===== src/rtl/retire_trace_buffer_pkg.sv =====
// Shared types for the retire trace buffer: FSM state encoding and record layout.
// A record is packed as {pc, instr, wb}, pc in the most significant field.
package retire_trace_buffer_pkg;

    typedef enum logic [1:0] {
        ST_IDLE  = 2'd0,
        ST_ARMED = 2'd1,
        ST_POST  = 2'd2,
        ST_DONE  = 2'd3
    } state_e;

    localparam int unsigned REC_FIELDS = 3;

    function automatic int unsigned rec_width(input int unsigned xlen);
        return REC_FIELDS * xlen;
    endfunction

endpackage


===== src/rtl/retire_trace_buffer_if.sv =====
// Retire-record input and oldest-first readout handshake of the trace buffer.
// The slave modport is the buffer; the master modport is core side + consumer.
interface retire_trace_buffer_if #(
    parameter int unsigned XLEN = 32
);
    logic            ret_valid;
    logic [XLEN-1:0] ret_pc;
    logic [XLEN-1:0] ret_instr;
    logic [XLEN-1:0] ret_wb;

    logic            rd_valid;
    logic            rd_ready;
    logic [XLEN-1:0] rd_pc;
    logic [XLEN-1:0] rd_instr;
    logic [XLEN-1:0] rd_wb;

    modport master (
        output ret_valid, ret_pc, ret_instr, ret_wb, rd_ready,
        input  rd_valid, rd_pc, rd_instr, rd_wb
    );

    modport slave (
        input  ret_valid, ret_pc, ret_instr, ret_wb, rd_ready,
        output rd_valid, rd_pc, rd_instr, rd_wb
    );
endinterface


===== src/rtl/retire_trace_buffer_ram.sv =====
// Record storage: DEPTH x W, synchronous write, asynchronous read.
// Contents are not reset; validity is tracked by the controller.
module trace_ram #(
    parameter int unsigned DEPTH = 16,
    parameter int unsigned W     = 96
) (
    input  logic                     clk,
    input  logic                     we_i,
    input  logic [$clog2(DEPTH)-1:0] waddr_i,
    input  logic [W-1:0]             wdata_i,
    input  logic [$clog2(DEPTH)-1:0] raddr_i,
    output logic [W-1:0]             rdata_o
);
    logic [W-1:0] mem_q [DEPTH];

    always_ff @(posedge clk) begin
        if (we_i) begin
            mem_q[waddr_i] <= wdata_i;
        end
    end

    assign rdata_o = mem_q[raddr_i];
endmodule


===== src/rtl/retire_trace_buffer.sv =====
// Retire trace capture: circular record buffer with PC-match trigger and
// programmable post-trigger depth, drained oldest-first over rd_valid/rd_ready.
module retire_trace_buffer
    import retire_trace_buffer_pkg::*;
#(
    parameter int unsigned XLEN  = 32,
    parameter int unsigned DEPTH = 16
) (
    input  logic                     clk,
    input  logic                     reset,
    input  logic                     arm,
    input  logic                     stop,
    input  logic                     trig_en,
    input  logic [XLEN-1:0]          trig_pc,
    input  logic [$clog2(DEPTH):0]   post_count,
    retire_trace_buffer_if.slave     bus,
    output logic [$clog2(DEPTH):0]   count,
    output logic                     triggered,
    output logic                     overflow,
    output logic                     busy
);
    localparam int unsigned AW    = $clog2(DEPTH);
    localparam int unsigned CW    = AW + 1;
    localparam int unsigned REC_W = rec_width(XLEN);
    localparam logic [CW-1:0] FULL_C = CW'(DEPTH);
    localparam logic [CW-1:0] ONE_C  = CW'(1);

    state_e         state_q, state_d;
    logic [AW-1:0]  wr_ptr_q, wr_ptr_d;
    logic [AW-1:0]  rd_ptr_q, rd_ptr_d;
    logic [CW-1:0]  count_q, count_d;
    logic [CW-1:0]  rem_q, rem_d;
    logic           triggered_q, triggered_d;
    logic           overflow_q, overflow_d;
    logic           busy_q, busy_d;
    logic           rd_valid_q, rd_valid_d;

    logic             wr_en;
    logic             pc_hit;
    logic             pop;
    logic [REC_W-1:0] rd_rec;

    assign pc_hit = trig_en && bus.ret_valid && (bus.ret_pc == trig_pc);
    assign pop    = (state_q == ST_DONE) && rd_valid_q && bus.rd_ready;

    always_comb begin
        state_d     = state_q;
        wr_ptr_d    = wr_ptr_q;
        rd_ptr_d    = rd_ptr_q;
        count_d     = count_q;
        rem_d       = rem_q;
        triggered_d = triggered_q;
        overflow_d  = overflow_q;
        wr_en       = 1'b0;

        if (arm) begin
            state_d     = ST_ARMED;
            wr_ptr_d    = '0;
            rd_ptr_d    = '0;
            count_d     = '0;
            rem_d       = '0;
            triggered_d = 1'b0;
            overflow_d  = 1'b0;
        end else begin
            case (state_q)
                ST_IDLE: begin
                end
                ST_ARMED, ST_POST: begin
                    if (bus.ret_valid) begin
                        wr_en    = 1'b1;
                        wr_ptr_d = wr_ptr_q + 1'b1;
                        if (count_q == FULL_C) begin
                            overflow_d = 1'b1;
                        end else begin
                            count_d = count_q + 1'b1;
                        end
                    end
                    if (state_q == ST_ARMED && pc_hit) begin
                        triggered_d = 1'b1;
                        if (post_count == '0) begin
                            state_d = ST_DONE;
                        end else begin
                            state_d = ST_POST;
                            rem_d   = post_count;
                        end
                    end
                    if (state_q == ST_POST && bus.ret_valid) begin
                        rem_d = rem_q - 1'b1;
                        if (rem_q == ONE_C) begin
                            state_d = ST_DONE;
                        end
                    end
                    if (stop) begin
                        state_d = ST_DONE;
                    end
                    // Oldest record sits count entries behind the write pointer; a
                    // full buffer (count==DEPTH) truncates to rd_ptr == wr_ptr.
                    if (state_d == ST_DONE) begin
                        rd_ptr_d = wr_ptr_d - count_d[AW-1:0];
                    end
                end
                ST_DONE: begin
                    if (count_q == '0) begin
                        state_d = ST_IDLE;
                    end else if (pop) begin
                        rd_ptr_d = rd_ptr_q + 1'b1;
                        count_d  = count_q - 1'b1;
                        if (count_q == ONE_C) begin
                            state_d = ST_IDLE;
                        end
                    end
                end
                default: begin
                    state_d = ST_IDLE;
                end
            endcase
        end

        busy_d     = (state_d == ST_ARMED) || (state_d == ST_POST);
        rd_valid_d = (state_d == ST_DONE) && (count_d != '0);
    end

    always_ff @(posedge clk or negedge reset) begin
        if (!reset) begin
            state_q     <= ST_IDLE;
            wr_ptr_q    <= '0;
            rd_ptr_q    <= '0;
            count_q     <= '0;
            rem_q       <= '0;
            triggered_q <= 1'b0;
            overflow_q  <= 1'b0;
            busy_q      <= 1'b0;
            rd_valid_q  <= 1'b0;
        end else begin
            state_q     <= state_d;
            wr_ptr_q    <= wr_ptr_d;
            rd_ptr_q    <= rd_ptr_d;
            count_q     <= count_d;
            rem_q       <= rem_d;
            triggered_q <= triggered_d;
            overflow_q  <= overflow_d;
            busy_q      <= busy_d;
            rd_valid_q  <= rd_valid_d;
        end
    end

    trace_ram #(
        .DEPTH (DEPTH),
        .W     (REC_W)
    ) u_ram (
        .clk     (clk),
        .we_i    (wr_en),
        .waddr_i (wr_ptr_q),
        .wdata_i ({bus.ret_pc, bus.ret_instr, bus.ret_wb}),
        .raddr_i (rd_ptr_q),
        .rdata_o (rd_rec)
    );

    // Read fields are forced to zero whenever no record is being offered.
    assign bus.rd_valid = rd_valid_q;
    assign bus.rd_pc    = rd_valid_q ? rd_rec[3*XLEN-1 -: XLEN] : '0;
    assign bus.rd_instr = rd_valid_q ? rd_rec[2*XLEN-1 -: XLEN] : '0;
    assign bus.rd_wb    = rd_valid_q ? rd_rec[XLEN-1:0]         : '0;

    assign count     = count_q;
    assign triggered = triggered_q;
    assign overflow  = overflow_q;
    assign busy      = busy_q;
endmodule


===== src/flat_wrapper.sv =====
// flat-port wrapper written by rule: the top's interface ports become plain ports
module retire_trace_buffer_flat import retire_trace_buffer_pkg::*;
#(
    parameter int unsigned XLEN  = 32,
    parameter int unsigned DEPTH = 16
)
  (clk, reset, arm, stop, trig_en, trig_pc, post_count, count, triggered, overflow, busy, bus_ret_valid, bus_ret_pc, bus_ret_instr, bus_ret_wb, bus_rd_ready, bus_rd_valid, bus_rd_pc, bus_rd_instr, bus_rd_wb);
  retire_trace_buffer_if #(.XLEN(XLEN)) bus_i ();
  input  logic clk;
  input  logic reset;
  input  logic arm;
  input  logic stop;
  input  logic trig_en;
  input  logic [XLEN-1:0] trig_pc;
  input  logic [$clog2(DEPTH):0] post_count;
  output logic [$clog2(DEPTH):0] count;
  output logic triggered;
  output logic overflow;
  output logic busy;
  input wire logic [$bits(bus_i.ret_valid)-1:0] bus_ret_valid;
  input wire logic [$bits(bus_i.ret_pc)-1:0] bus_ret_pc;
  input wire logic [$bits(bus_i.ret_instr)-1:0] bus_ret_instr;
  input wire logic [$bits(bus_i.ret_wb)-1:0] bus_ret_wb;
  input wire logic [$bits(bus_i.rd_ready)-1:0] bus_rd_ready;
  output wire logic [$bits(bus_i.rd_valid)-1:0] bus_rd_valid;
  output wire logic [$bits(bus_i.rd_pc)-1:0] bus_rd_pc;
  output wire logic [$bits(bus_i.rd_instr)-1:0] bus_rd_instr;
  output wire logic [$bits(bus_i.rd_wb)-1:0] bus_rd_wb;
  assign bus_i.ret_valid = bus_ret_valid;
  assign bus_i.ret_pc = bus_ret_pc;
  assign bus_i.ret_instr = bus_ret_instr;
  assign bus_i.ret_wb = bus_ret_wb;
  assign bus_i.rd_ready = bus_rd_ready;
  assign bus_rd_valid = bus_i.rd_valid;
  assign bus_rd_pc = bus_i.rd_pc;
  assign bus_rd_instr = bus_i.rd_instr;
  assign bus_rd_wb = bus_i.rd_wb;
  retire_trace_buffer #(.XLEN(XLEN), .DEPTH(DEPTH)) u_core (.clk(clk), .reset(reset), .arm(arm), .stop(stop), .trig_en(trig_en), .trig_pc(trig_pc), .post_count(post_count), .bus(bus_i), .count(count), .triggered(triggered), .overflow(overflow), .busy(busy));
endmodule

===== config.mk =====
export PLATFORM = sky130hd
export DESIGN_NAME = retire_trace_buffer_flat
export DESIGN_NICKNAME = d
export VERILOG_FILES = /design/src/rtl/retire_trace_buffer_pkg.sv /design/src/rtl/retire_trace_buffer_if.sv /design/src/rtl/retire_trace_buffer_ram.sv /design/src/rtl/retire_trace_buffer.sv /design/src/flat_wrapper.sv
export SDC_FILE = /design/constraint.sdc
export NUM_CORES = 1
export LEC_CHECK = 0
export ABC_AREA = 0
export BUFFER_PORTS_ARGS = -buffer_cell sky130_fd_sc_hd__clkbuf_2
export CORE_ASPECT_RATIO = 1.75
export CORE_UTILIZATION = 50
export DETAILED_ROUTE_END_ITERATION = 6
export GPL_TIMING_DRIVEN = 0
export PLACE_DENSITY_LB_ADDON = 0.15
export SETUP_SLACK_MARGIN = 0.3
export SLEW_MARGIN = 25
export SYNTH_ARGS = -nofsm -noshare
export SYNTH_HDL_FRONTEND = slang
export SYNTH_SLANG_ARGS = --single-unit

===== constraint.sdc =====
create_clock -name clk -period 6.95 [get_ports clk]
set_input_delay 0.3475 -clock clk [delete_from_list [all_inputs] [get_ports clk]]
set_output_delay 0.3475 -clock clk [all_outputs]
set_load 0.005 [all_outputs]

==> results.ini <==
[outcome]
status=finished clean

[die]
die_x_um=265
ios=245
rows=168
coreArea_um2=120000
dieArea_um2=122000
initial_core_util_pct=50.4
die_h_um=462

[setup_path]
cp-start-kind=register
path_cells=clkbuf_1 -> clkbuf_1 -> clkbuf_1 -> mux4_2 -> mux4_2 -> and2_1 -> clkbuf_2
required_ns=6.60
path_common_cell=clkbuf_1
crit_path_end_kind=primary output
arrival_ns=4.44
crit_type=register to primary output
cpMaxStageDelayCell=clkbuf_1
path_max_fanout=10
rrSetupSlack_ns=3.66
slowest_delay_ns=0.80

[sta]
period_share_pct=69.0
hold_viol=0
holdWs_ns=0.0603
finalSetupViolations=0
max_freq_ghz=0.209
worst_pin_slew_ns=1.09
setup_slack_ns=2.16
fin_skew_ns=0.0254
drv_slew=0
rsz0062_at_grt=no
layout_min_cycle_time_ns=4.79
slew_headroom_pct=27.6

[routing]
ant_nets=0
drcViolationCount=0
drt_iter0_markers=2896
wl_per_cell_um=33.0
routed_wl_um=157000
drt_first_pass_iters=7
vias=29528
routed_via_density=6.20

[place]
preCtsSetupSlack_ns=2.95
numPortBuffers=242
dp_hpwl_um=105000
place.gp.congestion=0.852
dpl_cell_area_um2=66900

[clocking]
clk_pin_slew_worst_paths_ns=0.07
insertion_delay_ns=0.77
cts_max_level=4
cts_resized=0
cts_buffers=139
cts_tree=built
postCtsSetupBuffers=0
clk_path_buf_depth=3
cts_root_buf=clkbuf_16
cts_sinks=1560

[global_route]
grt_start_max_net_pins=25
antenna_found_initial=13
grt_pass1_vias=31445
grt_overflow=0
grtUsageTotal_pct=26.4
grt_pass1_wl_um=225000

[synth]
ys_async_sr_fraction_pct=1.54
yosysTopAreaCell=edfxtp_1
synth_edf_count=1536
ys_seq_elements=1560
synth-main-ff-cell=edfxtp_1
ys_seq_area_share_pct=77.3
synth_cells=2532
yosysMostFrequentCell=edfxtp_1
avgSynthCellArea_um2=23.9
yosysWarnings=0
yosys-top-cells-area=edfxtp_1, mux4_2, and2_1, dfrtp_1, xor2_1
syn-cell-area_um2=60400
syn-num-nets=2691
synth_top_area_share_pct=76.3
ys_types=50
netlist_top_cells_count=edfxtp_1, mux4_2, and2_1, clkbuf_1, nor2_1

[finish]
drive_gt1_share_pct=34.8
nets=3283
fillers=8418
finish.utilization_pct=60.4
area.growth.synth_to_final_pct=19.8
design_area_um2=72400

[job]
maxCapViolations=0

[power]
power_density_nw_per_um2=330
total_power_mw=23.9
ir_drop_mv=0.219
power_leakage_nw=23.2

[hold_path]
hold_path.class=input pin to register

## worst paths after layout
kind                            depth (start not counted)                           start                              endpoint
worst min register to register                          2     u_core.rem_q[1]$_DFFE_PN0P_           u_core.rem_q[1]$_DFFE_PN0P_
worst max-delay path                                    7  u_core.rd_ptr_q[1]$_DFFE_PN0P_                          bus_rd_wb[3]
min in group asynchronous                               2                           reset        u_core.wr_ptr_q[3]$_DFFE_PN0P_
max in group asynchronous                               2                           reset             u_core.count[1]$_DFF_PN0_
worst min-delay path                                    1                  bus_ret_pc[21]  u_core.u_ram.mem_q[12][85]$_DFFE_PP_
worst max register to register                          9     u_core.state_q[1]$_DFF_PN0_   u_core.u_ram.mem_q[9][38]$_DFFE_PP_
## cell usage in the layout (no fill, tap or decap), types with 17 or more instances in the layout
cell type,n
and2_1,98
nor2_1,30
a21oi_1,18
clkbuf_1,91
ha_1,18
mux4_2,480
clkinv_1,24
clkinv_2,20
bufinv_16,17
buf_16,104
xor2_1,35
edfxtp_1,1536
clkbuf_16,148
buf_2,50
clkbuf_2,248
dfrtp_1,24
nand2_1,23
dlygate4sd3_1,87
## flip-flops by register name, indices dropped and copies added (netlist names)
| signal | count |
|---|---|
| u_core.u_ram.mem_q | 1536 |
| u_core.overflow | 1 |
| u_core.state_q | 2 |
| u_core.wr_ptr_q | 4 |
| u_core.bus.rd_valid | 1 |
| u_core.triggered | 1 |
| u_core.busy | 1 |
| u_core.rem_q | 5 |
| u_core.rd_ptr_q | 4 |
| u_core.count | 5 |
## report_power, final
part / switching, mW / internal (mW) / total [mW]
logic: 2.72 / 2.57 / 5.28
registers: 0.0888 / 10.6 / 10.7
clock network: 3.38 / 4.53 / 7.90
total: 6.18 / 17.7 / 23.9
## critical path, delay by kind of cell, from the launching register on
family / cells / cell delay, ns
muxes: 2 / 0.93
DFF: 1 / 0.37
buffers and inverters: 4 / 2.15
and+or+nand+nor: 1 / 0.19
## repair_timing
action | in CTS | in global routing
hold endpoints to repair | 1275 | 0
setup endpoints to repair | 0 | 0
hold buffers | 87 | 0
## final cells by class
cell class,instances,area [um^2],area share (%)
Sequential cell,1560,46700,64.6
Buffer,128,566,0.781
Multi-Input combinational cell,827,13200,18.2
Timing Repair Buffer,451,5280,7.29
Antenna cell,1,2.50,0.00346
Inverter,17,63.8,0.0882
Tap cell,1530,1910,2.64
Clock buffer,173,3810,5.26
Clock inverter,74,823,1.14
## layer usage
metal	vias up	wire, um	GRT usage (%)
li1	12029	-	-
met3	275	11000	5.34
met4	16	3950	7.27
met2	1338	83500	46.7
met5	-	95	0
met1	15870	58500	33.2
## metrics by stage
stage / std cells / TNS (ns)
after global placement: 4304 / -7487.27
after CTS: 4760 / 0
after floorplan: 2532 / 0
after global routing: 4761 / 0
after detailed placement: 4426 / 0
final: 4761 / 0
## logic make-up after synthesis
group	count (synthesis)	share of synthesized area, %
AO/OA/AOI/OAI	54	0.576
XOR/XNOR	44	0.638
adder cells (fa/ha/maj)	19	0.406
buffers and inverters	145	1.00
flip-flops	1560	77.3
multiplexers	484	18.0
AND/OR/NAND/NOR	226	2.07
No activity file was read; power rests on OpenSTA's default activity.
